==> src/rtl/card_pkg.sv <==
// rtl/card_pkg.sv - shared constants, state encoding and rank helper for the card shoe
package card_pkg;

    localparam int DECK_SIZE = 52;

    // x^6 + x^5 + 1: feedback is the XOR of bits 5 and 4
    localparam logic [5:0] LFSR_TAPS = 6'b110000;

    typedef enum logic [2:0] {
        S_IDLE,
        S_LOAD,
        S_PICK,
        S_SWAP,
        S_DEAL,
        S_HOLD
    } state_t;

    function automatic logic [3:0] rank_to_value(input logic [3:0] rank);
        return (rank > 4'd10) ? 4'd10 : rank;
    endfunction

endpackage

==> src/rtl/lfsr6.sv <==
// rtl/lfsr6.sv - 6-bit shuffle LFSR with seed load and zero-seed substitution
module lfsr6 (
    input  logic       clk,
    input  logic       rst,
    input  logic       load,
    input  logic [5:0] seed_in,
    input  logic       advance,
    output logic [5:0] q
);
    import card_pkg::*;

    always_ff @(posedge clk) begin
        if (rst) begin
            q <= 6'b000001;
        end else if (load) begin
            // an all-zero state would lock the register, so it is never loaded
            q <= (seed_in == 6'd0) ? 6'b000001 : seed_in;
        end else if (advance) begin
            q <= {q[4:0], ^(q & LFSR_TAPS)};
        end
    end

endmodule

==> src/rtl/card_shoe.sv <==
// rtl/card_shoe.sv - 52-card deck store with seeded Fisher-Yates shuffle and handshake dealing
module card_shoe #(
    parameter int DECK_SIZE = card_pkg::DECK_SIZE,
    parameter int SEED_W    = 6
) (
    input  logic              clk,
    input  logic              rst,
    input  logic              shuffle_start,
    output logic              shuffle_ready,
    input  logic [SEED_W-1:0] seed,
    input  logic              card_start,
    output logic              card_ready,
    output logic [3:0]        card,
    output logic              card_overflow
);
    import card_pkg::*;

    localparam logic [5:0] LAST_IDX = 6'(DECK_SIZE - 1);
    localparam logic [5:0] END_PTR  = 6'(DECK_SIZE);

    state_t            state;
    logic [3:0]        deck [0:DECK_SIZE-1];
    logic [5:0]        ptr;
    logic [5:0]        i;
    logic [5:0]        j;
    logic [SEED_W-1:0] seed_q;
    logic [5:0]        lfsr_q;
    logic [5:0]        r;
    logic              accept;
    logic              lfsr_load;
    logic              lfsr_adv;

    assign r         = lfsr_q - 6'd1;
    assign accept    = (r <= i);
    assign lfsr_load = (state == S_LOAD);
    // rejected picks draw again; every swap consumes the accepted value
    assign lfsr_adv  = ((state == S_PICK) && !accept) || (state == S_SWAP);

    lfsr6 u_lfsr (
        .clk     (clk),
        .rst     (rst),
        .load    (lfsr_load),
        .seed_in (seed_q),
        .advance (lfsr_adv),
        .q       (lfsr_q)
    );

    always_ff @(posedge clk) begin
        if (rst) begin
            state <= S_IDLE;
            for (int k = 0; k < DECK_SIZE; k++) begin
                deck[k] <= rank_to_value(4'(k % 13 + 1));
            end
            ptr           <= 6'd0;
            i             <= 6'd0;
            j             <= 6'd0;
            seed_q        <= '0;
            shuffle_ready <= 1'b1;
            card_ready    <= 1'b0;
            card          <= 4'd0;
            card_overflow <= 1'b0;
        end else begin
            case (state)
                S_IDLE: begin
                    if (shuffle_start) begin
                        seed_q <= seed;
                        state  <= S_LOAD;
                    end else if (card_start) begin
                        state <= S_DEAL;
                    end
                end
                S_LOAD: begin
                    for (int k = 0; k < DECK_SIZE; k++) begin
                        deck[k] <= rank_to_value(4'(k % 13 + 1));
                    end
                    i             <= LAST_IDX;
                    ptr           <= 6'd0;
                    card_overflow <= 1'b0;
                    shuffle_ready <= 1'b0;
                    state         <= S_PICK;
                end
                S_PICK: begin
                    if (accept) begin
                        j     <= r;
                        state <= S_SWAP;
                    end
                end
                S_SWAP: begin
                    deck[i] <= deck[j];
                    deck[j] <= deck[i];
                    i       <= i - 6'd1;
                    if (i == 6'd1) begin
                        shuffle_ready <= 1'b1;
                        state         <= S_IDLE;
                    end else begin
                        state <= S_PICK;
                    end
                end
                S_DEAL: begin
                    if (ptr == END_PTR) begin
                        card_overflow <= 1'b1;
                        card          <= deck[0];
                        ptr           <= 6'd1;
                    end else begin
                        card <= deck[ptr];
                        ptr  <= ptr + 6'd1;
                    end
                    card_ready <= 1'b1;
                    state      <= S_HOLD;
                end
                S_HOLD: begin
                    if (!card_start) begin
                        card_ready <= 1'b0;
                        state      <= S_IDLE;
                    end
                end
                default: state <= S_IDLE;
            endcase
        end
    end

endmodule

==> config.mk <==
export PLATFORM = sky130hd
export DESIGN_NAME = card_shoe
export DESIGN_NICKNAME = d
export VERILOG_FILES = /design/src/rtl/card_pkg.sv /design/src/rtl/lfsr6.sv /design/src/rtl/card_shoe.sv
export SDC_FILE = /design/constraint.sdc
export NUM_CORES = 1
export LEC_CHECK = 0
export CAP_MARGIN = 10
export CORE_UTILIZATION = 50
export CTS_CLUSTER_DIAMETER = 40
export DETAILED_ROUTE_END_ITERATION = 16
export PLACE_DENSITY = 0.66
export SETUP_SLACK_MARGIN = 0.4
export SLEW_MARGIN = 20
export SYNTH_ARGS = -nofsm -noshare
export SYNTH_HDL_FRONTEND = slang
export SYNTH_SLANG_ARGS = --single-unit
export TNS_END_PERCENT = 10
==> constraint.sdc <==
create_clock -name clk -period 3.1 [get_ports clk]
set_clock_uncertainty 0.2 [all_clocks]
set_input_delay 0.62 -clock clk [delete_from_list [all_inputs] [get_ports clk]]
set_output_delay 0.62 -clock clk [all_outputs]
set_load 0.1 [all_outputs]
-- After elaboration in Yosys (flattened, before gate mapping)
Memories as Yosys holds them, arrays and structs flattened. A register that Yosys moved wholly into a read port is not among the register bits.
Cells that the tools add are included.
Widths: inputs -> output; s select.
- reductions and logical operators: 18
- shift operators: 0
- multiplexer cells: 91
- multiply operators: 0
- divide/modulo/power cells: 0
- equality and inequality tests: 12
- magnitude comparators: 1
- bitwise gates (word level): 52
- $add $sub $neg: 3
- operators with widths (operator ; number):
    $mux 4 ; 55
    $mux 6 ; 12
    $or 1x1->1 ; 52
    $pmux 6 s2 ; 2
    $pmux 3 s6 ; 1
    $mux 1 ; 13
    $mux 3 ; 4
    $sub 6x1->6 const B ; 2
    $reduce_and 2->1 ; 5
    $reduce_bool 2->1 ; 4
    $reduce_or 4->1 ; 2
    $add 6x1->6 const B ; 1
    $eq 3x2->1 const B ; 2
    $eq 3x3->1 const B ; 2
    $eq 6x1->1 const B ; 1
    $eq 6x6->1 const B ; 1
    $le 6x6->1 ; 1
    $logic_not 6->1 ; 1
    $ne 2x2->1 const B ; 3
    $pmux 1 s2 ; 3
    $reduce_xor 6->1 ; 1
    $eq 3x1->1 const B ; 1
    $logic_not 3->1 ; 1
    $ne 3x3->1 const B ; 1
    other kinds (6) ; 6
- input port bits: 10
- bits in read-only memories: 0
- register bits after elaboration: 40
- output and inout bits: 7
- logic and storage cells: 188
- latch bits: 0
- memories kept: 1
- RAM bits: 208
- memories (memory ; depth ; width ; read ports ; clocked after memory_dff ; write ports ; RTL line ; text):
    deck ; 52 ; 4 ; 4 ; 3 ; 52 ; card_shoe.sv:22 ; logic [3:0] deck [0:DECK_SIZE-1];

-- Depth between registers and ports, before layout
- word-level depth: 7
- depth in mapped cells: 12
- gate-level depth less buffers: 11

-- Hierarchy
From an unflattened synthesis, not the netlist that was laid out.
- cell total of the unflattened synthesis: 1734
- area, all modules: 20672.3 um^2
- modules (own cells, without submodules) (module ; seq. area each (um^2) ; instances ; cells each ; area each (um^2)):
    card_shoe ; 8728.4 ; 1 ; 1700 ; 20358.3
    lfsr6 ; 120.1 ; 1 ; 34 ; 314.1

-- Worst setup path after synthesis
Ideal clock, no wire load.
- path type: reg2reg
- start: register (tool-made name)
- end: memory deck[37][0] (data pin)
- cell stages (with the launch flop): 11
- data arrival time: 2.316 ns
- clock period less this slack: 2.788 ns
- required time: 2.629 ns
- library setup time: 0.271 ns
- path slack: 0.312 ns
- path buffers: 5
- cell sequence: dfxtp_1 > buf_2 > buf_4 > buf_2 > buf_2 > mux4_2 > o211ai_1 > nand3_1 > o22ai_2 > clkbuf_1 > o22ai_1
- RTL lines (item ; RTL line):
    to (decl) ; card_shoe.sv:22

==> flow_metrics.tcl <==
set metrics [dict create \
    report.final.slew_viol_count 0 \
    avgSynthCellArea_um2 11.1 \
    synth_xor_area_share_pct 0.248 \
    die_y_um 208 \
    gp_congestion 1.10 \
    num-nets-final 2121 \
    synth_compound_area_share_pct 15.7 \
    fin_crit_sh_pct 98.8 \
    synth.area.mux_share_pct 25.0 \
    antenna_found_initial 4 \
    grt_max_degree 52 \
    groute.usage.overall_pct 44.8 \
    synth_top_family_by_area "multiplexers" \
    relSlewSlack_pct 32.4 \
    dr.pass1.iters 8 \
    p_leak_nw 8.54 \
    synth_cell_types 80 \
    num-fill-cells 3401 \
    routed_via_density 7.60 \
    post-route-util_pct 62.5 \
    seq_area_frac_synth_pct 41.7 \
    worst_setup_path_end_kind "flop" \
    synthMostInstantiatedCell "edfxtp_1" \
    worstSetupStartpointType "flop" \
    hold_buffers 0 \
    fmax_ghz 0.326 \
    synth-adder-area-share_pct 0.649 \
    synth_area_leaders "edfxtp_1, mux4_2, mux2i_1" \
    synth-seq-cells 314 \
    io_pins 17 \
    path_clk_slew_ps 60 \
    dp.final_hpwl_um 70200 \
    cts_root_buf "clkbuf_16" \
    rsz0062_at_grt "yes" \
    drt-initial-drc-count 3479 \
    htree_levels 2 \
    cts_buffers 49 \
    wl_per_cell_um 37.1 \
    die_w_um 208 \
    clock_latency_ps 620 \
    cts_tree "built" \
    max-cap-violations 0 \
    coreArea_mm2 0.0419 \
    power_mw 21.7 \
    synth_top_cell_area_share_pct 36.2 \
    wirelength_um 99300 \
    tns_ps 0 \
    overflow 0 \
    remaining_drc_errors 0 \
    clk_path_buf_depth 3 \
    p_per_area_mw_per_mm2 829 \
    crit_fanout 26 \
    synth-main-ff-cell "edfxtp_1" \
    cts.sinks 314 \
    status "completed" \
    yosysWarnings 0 \
    start_util_pct 50.7 \
    synth_nets 1927 \
    grt_pass1_vias 18800 \
    period_needed_ps 3060 \
    worstSetupPathType "flop to flop" \
    finalHoldViolations 0 \
    final_antenna_net_count 0 \
    synth_simple_gate_area_share_pct 11.8 \
    synth_edf_count 256 \
    diodes 0 \
    dieArea_mm2 0.0433 \
    setup_viol 0 \
    area_delta_synth_final_pct 23.2 \
    post_synth_instance_area_mm2 0.0212 \
    critPathRequiredTime_ps 3240 \
    final_area_mm2 0.0261 \
    synth_common_cells "edfxtp_1, mux2i_1, nand2_1, mux4_2" \
    grt_pass1_wl_um 137000 \
    synthArstFlopShare_pct 0 \
    post_dp_cell_area_mm2 0.0235 \
    tightest_slew_ps 1010 \
    syn_inst 1906 \
    vias 20400 \
    yosysTopAreaCell "edfxtp_1" \
    holdCritPathClass "flop to flop" \
    rows 75 \
    ir_worst_vdd_mv 0.749 \
    drive_above_1_share_pct 28.8 \
    arrival_ps 3210 \
    io_buffers 16 \
]
==> critical path, stage by stage, from the launching register on <==
cell,delay (ps)
dfxtp_4,480
buf_12,210
mux4_2,510
nor2_1,110
a31oi_1,80
a221o_1,560
nand3_2,260
buf_12,220
mux2i_1,120
==> layer usage <==
| metal | up-vias | track usage, % | share of wire [%] |
|---|---|---|---|
| met3 | 373 | 17.0 | 17 |
| met2 | 1952 | 63.4 | 41 |
| li1 | 8091 | - | - |
| met4 | 4 | 23.9 | 6.6 |
| met1 | 9948 | 59.5 | 35 |
| met5 | - | 0 | 0.023 |
==> worst paths after layout <==
kind                   start     endpoint  slack [ps]  cells past startpoint
setup / recovery        flop  deck[61][2]          40                      8
hold / removal    card_ready   card_ready         280                      2
setup reg to reg        flop  deck[61][2]          40                      8
hold reg to reg   card_ready   card_ready         280                      2
==> per-stage QoR <==
step	worst slack [ps]	hold slack (ps)	cells
6_report	36.7	278	2680
5_1_grt	33.3	315	2680
4_1_cts	77.0	279	2665
3_5_place_dp	-185	270	2545
3_3_place_gp	-185	261	2545
2_1_floorplan	350	255	1906
==> registers in the layout, indices dropped and copies added (netlist names), named ones only <==
signal	flops
deck	256
i	6
j	6
ptr	6
seed_q	6
u_lfsr.q	6
card	4
state	3
card_overflow	1
card_ready	1
shuffle_ready	1
==> where the power goes <==
group,switching [mW],internal [mW]
sequential,0.543,5.14
combinational,6.22,4.01
clock,2.28,3.48
total,9.04,12.6
==> cells by family after synthesis <==
group / count (synthesis)
buffers and inverters: 200
muxes: 339
adders and majority gates: 11
AOI/OAI and AO/OA: 503
DFF: 314
xor gates and xnor gates: 6
and+or+nand+nor: 533
==> cell type report <==
type / instances / area [µm²] / share of cell area, %
Timing Repair Buffer: 313 / 3180 / 12.2
Clock buffer: 52 / 1240 / 4.73
Multi-Input combinational cell: 1392 / 11600 / 44.4
Clock inverter: 40 / 458 / 1.75
Sequential cell: 314 / 8870 / 33.9
Tap cell: 539 / 674 / 2.58
Inverter: 30 / 113 / 0.431
==> placed cells by master (no fill, tap or decap), types with 34 or more instances in the layout <==
| cell | instances |
|---|---|
| buf_4 | 237 |
| nor3_1 | 36 |
| mux2i_1 | 180 |
| clkbuf_16 | 53 |
| nand2_1 | 163 |
| dfxtp_1 | 49 |
| o211ai_1 | 34 |
| edfxtp_1 | 256 |
| a22oi_1 | 65 |
| a21oi_1 | 114 |
| o22ai_1 | 101 |
| o21ai_0 | 47 |
| buf_12 | 41 |
| mux4_2 | 150 |
| nand3_1 | 109 |
| nor2_1 | 112 |
==> timing repair <==
item / in CTS / in global routing
pin swaps: 6 / 16
gates resized for setup: 35 / 44
buffers inserted: 22 / 9
setup endpoints to repair: 277 / 303
cloned: 6 / 6
Note: power is estimated with default switching activity, not from simulation.
